--- src/rtl/handshake_arbiter_pkg.sv ---
// Shared definitions for the handshake arbiter: FSM state encoding and
// the default forced-release limit used when HS_ARB_TIMEOUT_EN is defined.
package handshake_arbiter_pkg;

  typedef enum logic [1:0] {
    ST_IDLE    = 2'b00,
    ST_GRANT   = 2'b01,
    ST_RELEASE = 2'b10
  } arb_state_e;

  localparam int DEFAULT_TIMEOUT_CYCLES = 16;

endpackage : handshake_arbiter_pkg

--- src/rtl/handshake_arbiter_rr_picker.sv ---
// Combinational round-robin search: starting one above last_id and wrapping
// modulo N_REQ, return the first requester with its req bit set. The search
// visits last_id itself last, so a lone previous owner wins again.
module rr_picker #(
  parameter int N_REQ = 4,
  parameter int IW    = $clog2(N_REQ)
) (
  input  logic [N_REQ-1:0] req,
  input  logic [IW-1:0]    last_id,
  output logic             any,
  output logic [IW-1:0]    winner
);

  logic [IW-1:0] idx_s;

  // Walk the N_REQ positions after last_id and keep the first hit.
  always_comb begin
    any    = 1'b0;
    winner = {IW{1'b0}};
    idx_s  = {IW{1'b0}};
    for (int k = 1; k <= N_REQ; k++) begin
      idx_s = IW'((int'(last_id) + k) % N_REQ);
      if (!any && req[idx_s]) begin
        any    = 1'b1;
        winner = idx_s;
      end else begin
        // an earlier position already won; keep it
        winner = winner;
      end
    end
  end

endmodule : rr_picker

--- src/rtl/handshake_arbiter.sv ---
// Round-robin owner arbitration for a single shared handshake resource.
// IDLE picks a winner, GRANT forwards the resource handshake to the owner,
// RELEASE spends one cycle recording the owner for the next round.
// Optional macro HS_ARB_TIMEOUT_EN adds an 8-bit GRANT watchdog that forces
// RELEASE after TIMEOUT_CYCLES cycles and pulses timeout for that cycle.
module handshake_arbiter
  import handshake_arbiter_pkg::*;
#(
  parameter int N_REQ          = 4,
  parameter int TIMEOUT_CYCLES = DEFAULT_TIMEOUT_CYCLES
) (
  input  logic                       clk,
  input  logic                       rst,
  input  logic [N_REQ-1:0]           req,
  output logic [N_REQ-1:0]           accept,
  output logic [N_REQ-1:0]           done,
  output logic [$clog2(N_REQ)-1:0]   grant_id,
  output logic                       busy,
  output logic                       res_request,
  input  logic                       res_accept,
  input  logic                       res_done,
  output logic                       timeout
);

  localparam int IW = $clog2(N_REQ);

  // Configuration sanity: refuse to elaborate outside the supported ranges.
  if (N_REQ < 2 || N_REQ > 8 || TIMEOUT_CYCLES < 2 || TIMEOUT_CYCLES > 255) begin : g_bad_cfg
    $error("handshake_arbiter: N_REQ or TIMEOUT_CYCLES out of range");
  end

  arb_state_e    state_r;
  logic [IW-1:0] last_id_r;
  logic [IW-1:0] grant_id_r;
  logic          accepted_r;
  logic          pick_any_s;
  logic [IW-1:0] pick_winner_s;
  logic          grant_exit_s;

  rr_picker #(
    .N_REQ (N_REQ),
    .IW    (IW)
  ) u_picker (
    .req     (req),
    .last_id (last_id_r),
    .any     (pick_any_s),
    .winner  (pick_winner_s)
  );

  // Normal GRANT exits: resource finished, or owner gave up before acceptance.
  assign grant_exit_s = res_done | (~req[grant_id_r] & ~accepted_r);

`ifdef HS_ARB_TIMEOUT_EN
  localparam logic [7:0] TO_LIMIT = 8'(TIMEOUT_CYCLES);

  logic [7:0] to_cnt_r;
  logic       timeout_r;

  // Arbitration FSM with GRANT watchdog; reset wins over everything.
  always_ff @(posedge clk) begin
    if (rst) begin
      state_r    <= ST_IDLE;
      last_id_r  <= IW'(N_REQ - 1);
      grant_id_r <= {IW{1'b0}};
      accepted_r <= 1'b0;
      to_cnt_r   <= 8'd0;
      timeout_r  <= 1'b0;
    end else begin
      timeout_r <= 1'b0;
      case (state_r)
        ST_IDLE: begin
          if (pick_any_s) begin
            state_r    <= ST_GRANT;
            grant_id_r <= pick_winner_s;
            accepted_r <= 1'b0;
            to_cnt_r   <= 8'd0;
          end else begin
            state_r <= ST_IDLE;
          end
        end
        ST_GRANT: begin
          if (grant_exit_s) begin
            state_r    <= ST_RELEASE;
            accepted_r <= 1'b0;
          end else if ((to_cnt_r + 8'd1) == TO_LIMIT) begin
            state_r    <= ST_RELEASE;
            accepted_r <= 1'b0;
            timeout_r  <= 1'b1;
          end else begin
            to_cnt_r <= to_cnt_r + 8'd1;
            if (res_accept) begin
              accepted_r <= 1'b1;
            end else begin
              accepted_r <= accepted_r;
            end
          end
        end
        ST_RELEASE: begin
          last_id_r <= grant_id_r;
          state_r   <= ST_IDLE;
        end
        default: begin
          state_r    <= ST_IDLE;
          accepted_r <= 1'b0;
        end
      endcase
    end
  end

  assign timeout = timeout_r;
`else
  // Arbitration FSM; GRANT persists until done or abandonment.
  always_ff @(posedge clk) begin
    if (rst) begin
      state_r    <= ST_IDLE;
      last_id_r  <= IW'(N_REQ - 1);
      grant_id_r <= {IW{1'b0}};
      accepted_r <= 1'b0;
    end else begin
      case (state_r)
        ST_IDLE: begin
          if (pick_any_s) begin
            state_r    <= ST_GRANT;
            grant_id_r <= pick_winner_s;
            accepted_r <= 1'b0;
          end else begin
            state_r <= ST_IDLE;
          end
        end
        ST_GRANT: begin
          if (grant_exit_s) begin
            state_r    <= ST_RELEASE;
            accepted_r <= 1'b0;
          end else if (res_accept) begin
            accepted_r <= 1'b1;
          end else begin
            accepted_r <= accepted_r;
          end
        end
        ST_RELEASE: begin
          last_id_r <= grant_id_r;
          state_r   <= ST_IDLE;
        end
        default: begin
          state_r    <= ST_IDLE;
          accepted_r <= 1'b0;
        end
      endcase
    end
  end

  assign timeout = 1'b0;
`endif

  assign grant_id = grant_id_r;
  assign busy     = (state_r == ST_GRANT) || (state_r == ST_RELEASE);

  // Forward the resource handshake to the owner only while in GRANT; a
  // reset cycle suppresses forwarding so an aborted owner sees no done.
  always_comb begin
    accept      = {N_REQ{1'b0}};
    done        = {N_REQ{1'b0}};
    res_request = 1'b0;
    if ((state_r == ST_GRANT) && !rst) begin
      accept[grant_id_r] = res_accept;
      done[grant_id_r]   = res_done;
      res_request        = req[grant_id_r];
    end else begin
      res_request = 1'b0;
    end
  end

endmodule : handshake_arbiter

--- config.mk ---
export PLATFORM = sky130hd
export DESIGN_NAME = handshake_arbiter
export DESIGN_NICKNAME = d
export VERILOG_FILES = /design/src/rtl/handshake_arbiter_pkg.sv /design/src/rtl/handshake_arbiter_rr_picker.sv /design/src/rtl/handshake_arbiter.sv
export SDC_FILE = /design/constraint.sdc
export NUM_CORES = 1
export LEC_CHECK = 0
export BUFFER_PORTS_ARGS = -buffer_cell sky130_fd_sc_hd__buf_2
export CAP_MARGIN = 30
export CORE_UTILIZATION = 31
export CTS_CLUSTER_SIZE = 24
export DETAILED_ROUTE_END_ITERATION = 8
export SYNTH_ARGS = -nofsm -noshare
export SYNTH_HDL_FRONTEND = slang
export SYNTH_SLANG_ARGS = --single-unit
--- constraint.sdc ---
create_clock -name clk -period 1.95 [get_ports clk]
set_clock_uncertainty 0.1 [all_clocks]
set_input_delay 0 -clock clk [delete_from_list [all_inputs] [get_ports clk]]
set_output_delay 0 -clock clk [all_outputs]
set_load 0.05 [all_outputs]
# Yosys cells after proc, flatten, opt, wreduce, memory -nomap -nowiden
# Cells that the tools add are included.
[op_classes] multipliers=0 n_addsub=4 reduce_logical=13 eq_ne=5 shift=0 n_div=0 magnitude_cmp=6 muxes=30 bitwise=7
[ops] operator="2-bit by 3-bit less-than comparator with 1-bit output, second input constant" count=5
[ops] operator="1-bit 2-to-1 mux" count=15
[ops] operator="1-bit binary-select mux with 2-bit select" count=5
[ops] operator="2-bit 2-to-1 mux" count=5
[ops] operator="4-bit AND" count=2
[ops] operator="4-bit 2-to-1 mux" count=2
[ops] operator="1-bit logical AND" count=5
[ops] operator="2-bit by 1-bit adder with 2-bit output, second input constant" count=2
[ops] operator="2-bit adder, second input constant" count=2
[ops] operator="1-bit logical NOT" count=4
[ops] operator="2-bit inequality test, second input constant" count=2
[ops] operator="2-bit case mux with 2 select lines" count=1
[ops] operator="3-bit inequality test, second input constant" count=1
[ops] operator="1-bit inverter" count=3
[ops] operator="1-bit case mux with 3 select lines" count=1
[ops] operator="3-bit AND reduction" count=1
[ops] operator="1-bit demux with 2-bit select" count=1
[ops] operator="2-bit by 1-bit == test with 1-bit output, second input constant" count=1
[ops] operator="2-bit == test, second input constant" count=1
[ops] operator="2-bit by 1-bit >= comparator with 1-bit output, second input constant" count=1
[ops] operator="2-bit logical NOT" count=1
[ops] operator="2-bit AND reduction" count=1
[ops] operator="1-bit AND" count=1
[ops] operator="1-bit logical OR" count=1
[ops] operator="1-bit bitwise OR" count=1
[word_totals] ramBits=0 n_memories=0 regBits=7 inputBits=8 out_inout_bits=13 romBits=0 word_cells=69 latch_bits=0

# Longest topological paths before layout
[logic_depth] depth_word=15 mapped_depth=5 ltp_nobuf=5

# Hierarchy
# A second synthesis with hierarchy kept.
[unflattened] cells_unflattened=72 area_unflattened_um2=533.0
[modules_own_cells] module="handshake_arbiter" seq_area_each_um2=140.1 area_per_inst_um2=441.7 instances=1 cells_each=58
[modules_own_cells] module="rr_picker" seq_area_each_um2=0.0 area_per_inst_um2=91.3 instances=1 cells_each=14

# Worst setup path after synthesis
# Ideal clock, no wire load.
[synth_timing] kind="reg-to-output" from="reg state_r[1]" to="out done[0]" path_buffers=0 path_stages_with_launch=6 setup_slack_ps=-32 required_ps=1850 arrival_time_ps=1882 cell_sequence="dfxtp_1 > inv_1 > ha_1 > nor2b_1 > nand2_1 > nor3_1"
[synth_via] elab_chain_cells=3
[synth_rtl] item="from (decl)" line="handshake_arbiter.sv:32" source="arb_state_e state_r;"
[synth_rtl] item="from (signal assigned)" line="handshake_arbiter.sv:115" source="state_r <= ST_IDLE;"
[synth_rtl] item="from (signal assigned)" line="handshake_arbiter.sv:123" source="state_r <= ST_GRANT;"
[synth_rtl] item="from (signal assigned)" line="handshake_arbiter.sv:127" source="state_r <= ST_IDLE;"
[synth_rtl] item="2-bit by 1-bit == test with 1-bit output" line="handshake_arbiter.sv:164" source="if ((state_r == ST_GRANT) && !rst) begin"
[synth_rtl] item="1-bit logical AND" line="handshake_arbiter.sv:164"
[synth_rtl] item="4-bit 2-to-1 mux" line="handshake_arbiter.sv:164"
[synth_rtl] item="to (decl)" line="handshake_arbiter.sv:16" source="output logic [N_REQ-1:0] done,"
# No other way between the ends.

# Final worst setup path
[layout_timing] from="reg state_r[1]" to="reg state_r[0]"
[layout_via] elab_chain_cells=2 elab_cells_between_ends=4 cone_classes="2 x eq/ne; 1 x mux; 1 x reduce/logical"
[layout_rtl] item="2-bit by 1-bit == test with 1-bit output or 2-bit logical NOT (tied branches)" line="handshake_arbiter.sv:120" source="case (state_r)"
[layout_rtl] item="2-bit case mux with 2 select lines or 2-bit inequality test (tied branches)"
# Parallel ways exist; a longest one is shown, timed or not.
# A chain may end at the register's enable or synchronous reset.

==> impl_metrics.json <==
{
  "critPathArrivalTime_ns": 1.80,
  "detail_route.drc_violations": 0,
  "die_height_um": 45.14,
  "synth.yosys.seq_area_share_pct": 24.30,
  "antenna_found_initial": 0,
  "tritoncts": "yes",
  "cp_slowest_stage_delay_ns": 0.35,
  "timing.critical_path.slowest_stage_cell": "sky130_fd_sc_hd__mux2_1",
  "cap_violations": 0,
  "yosys_register_bits": 7,
  "report.final.hold_viol_count": 0,
  "grt_use_total_pct": 14.90,
  "post_cts_buffers": 0,
  "timing.hold.worst_path_depth": 3,
  "period_share_pct": 90.53,
  "syn_nets": 81,
  "cts_buffer_depth": 2,
  "required_time_of_the_worst_setup_path_ns": 1.98,
  "initial_core_util_pct": 33.41,
  "overflow": 0,
  "first_pass_iters": 4,
  "rsz0062_at_grt": "no",
  "final_period_minus_worst_setup_slack_ns": 1.765,
  "wl_per_cell_um": 11.10,
  "die_w_um": 45.14,
  "cts_num_sinks": 7,
  "cts_made_buffers": 3,
  "power-per-cell-area_mw_per_mm2": 766.9,
  "ctsHoldBuffers": 3,
  "place.gp.congestion": 0.6962,
  "grt_max_degree": 13,
  "synth.avg_cell_area_sq_um": 8.359,
  "worstPathMaxFanout": 3,
  "critical_path.endpoint_type": "register",
  "yosys.cell_types.count": 33,
  "post_synth_inst_count": 69,
  "detail_route.vias_per_cell": 4.847,
  "timing_worst_setup_path_type": "register to register",
  "area_of_the_die_sq_mm": 0.002037,
  "timing.critical_path.from_type": "register",
  "post_route_cells_drive_above_1_share_pct": 36.56,
  "result_of_the_run": "complete, no violations",
  "timing.final.max_slew_violations": 0,
  "leakagePower_uw": 0.0003455,
  "detailed_place_hpwl_um": 1036,
  "place.detailed.instances": 111,
  "setup_viol": 0,
  "core_area_sq_mm": 0.001727,
  "irDropWorstVdd_v": 0.0004234,
  "h-tree-depth": 1,
  "gates_resized_cts_repair": 0,
  "route.final.wire_length_um": 1310,
  "n_antenna_cell": 0,
  "hp-class": "input port to register",
  "drt-initial-drc-count": 11,
  "path_clk_slew_ns": 0.06,
  "crit_path_cell_trace": "inv_1 > ha_1 > or2b_2 > a311oi_2 > mux2_1",
  "ant_nets": 0,
  "worstRegToRegCells": 5,
  "num_rows": 15,
  "fin_nets": 106,
  "netlist_area_sq_um": 576.8,
  "vias_in_the_first_global_route": 505,
  "setup_tns_ns": 0,
  "area_growth_pct": 29.72,
  "grt_pass1_wl_um": 2173,
  "totalPowerFinal_uw": 573.8,
  "finalNonFillerCells": 118,
  "routed-via-count": 572,
  "clock_latency_reported_for_the_late_side_of_the_worst_skew_pair_ns": 0.25,
  "ios": 21,
  "cts-root-buf": "sky130_fd_sc_hd__clkbuf_4",
  "synth_warnings": 0,
  "io_buffers": 19,
  "max_freq_mhz": 566.4
}
==> cell type report <==
cell class / count / area, sq um
Clock buffer: 4 / 26.28
Fill cell: 191 / 978.4
Inverter: 6 / 22.52
Multi-Input combinational cell: 52 / 387.9
Sequential cell: 7 / 140.1
Tap cell: 25 / 31.28
Timing Repair Buffer: 24 / 140.1
==> critical path: cells and delay by family (launching register included) <==
kind	cells	cell delay, ns
compound gates	1	0.29
fa+ha+maj	1	0.17
buf+inv	1	0.10
flops	1	0.32
mux	1	0.35
simple gates	1	0.32
==> Yosys cell counts (all sizes together) <==
library cell	instances	area share [%]
dfxtp	7	24
ha	4	8.7
a311oi	1	2.6
o21a	1	1.3
mux2	2	4.6
nor2	8	5.2
buf	2	3.3
nand2	6	3.9
clkbuf	2	3.0
o221ai	1	1.5
o221a	1	2.0
nor4	1	1.1
mux2i	2	3.5
a21oi	2	1.7
a221oi	2	3.0
nand2b	4	5.6
o21ai	2	1.7
o211a	1	1.7
nor2b	3	3.3
or2b	2	3.0
conb	1	0.65
inv	6	3.9
o2111ai	1	1.5
nor3	3	3.5
or3	1	1.1
a211o	2	3.3
o22ai	1	1.1
==> flip-flops by register name (all words and copies together), names as in the netlist <==
signal / count
grant_id: 2
last_id_r: 2
state_r: 2
accepted_r: 1
==> placed cells by master, fill, tap and decap left out, types with 4 or more instances in the layout <==
master and instances:
sky130_fd_sc_hd__nand2_1 6, sky130_fd_sc_hd__dfxtp_1 7, sky130_fd_sc_hd__inv_1 6, sky130_fd_sc_hd__ha_1 4, sky130_fd_sc_hd__nor2_1 8, sky130_fd_sc_hd__buf_2 19
==> path summary, 6_finish.rpt <==
kind / endpoint / startpoint / slack, ns
hold reg to reg: state_r[1]$_SDFFE_PP0N_ / state_r[1]$_SDFFE_PP0N_ / 0.40
setup reg to reg: state_r[0]$_SDFFE_PP0N_ / state_r[1]$_SDFFE_PP0N_ / 0.18
hold / removal: grant_id[0]$_SDFFE_PP0P_ / req[2] / 0.01
setup / recovery: state_r[0]$_SDFFE_PP0N_ / state_r[1]$_SDFFE_PP0N_ / 0.18
==> cells by family after synthesis <==
logic type	Yosys count	share of synthesized area, %
other	1	0.6501
AND/OR/NAND/NOR	28	26.68
AO/OA/AOI/OAI	15	21.48
adder cells (fa/ha/maj)	4	8.677
buffers and inverters	10	10.19
flip-flops	7	24.29
multiplexers	4	8.025
==> power by group <==
group / switching [uW] / leakage [uW] / internal [uW]
Sequential: 16.7 / 0.0000575 / 162
Combinational: 167 / 0.000273 / 95.9
Clock: 54.6 / 0.0000150 / 78.2
Total: 238 / 0.000346 / 336
==> metal layers <==
metal / vias to the layer above / track usage, % / share of wire (%)
met4: 0 / 5.455 / 0.92
li1: 287 / - / -
met3: 2 / 3.600 / 5.9
met5: - / 0 / 0
met1: 256 / 17.19 / 45
met2: 27 / 26.38 / 48
==> per-stage QoR <==
step / hold WS [ns] / cell area, sq um / utilization (%) / worst slack [ns]
2_1_floorplan: 0.08479 / 586.8 / - / 0.04783
3_3_place_gp: 0.2038 / 691.9 / 40.07 / 0.2603
3_5_place_dp: 0.2088 / 691.9 / 40.07 / 0.1907
4_1_cts: 0.01229 / 748.2 / 43.33 / 0.1858
5_1_grt: 0.04501 / 748.2 / 43.33 / 0.1116
6_report: 0.01152 / 748.2 / 43.33 / 0.1846
(Power assumes the default switching activity.)
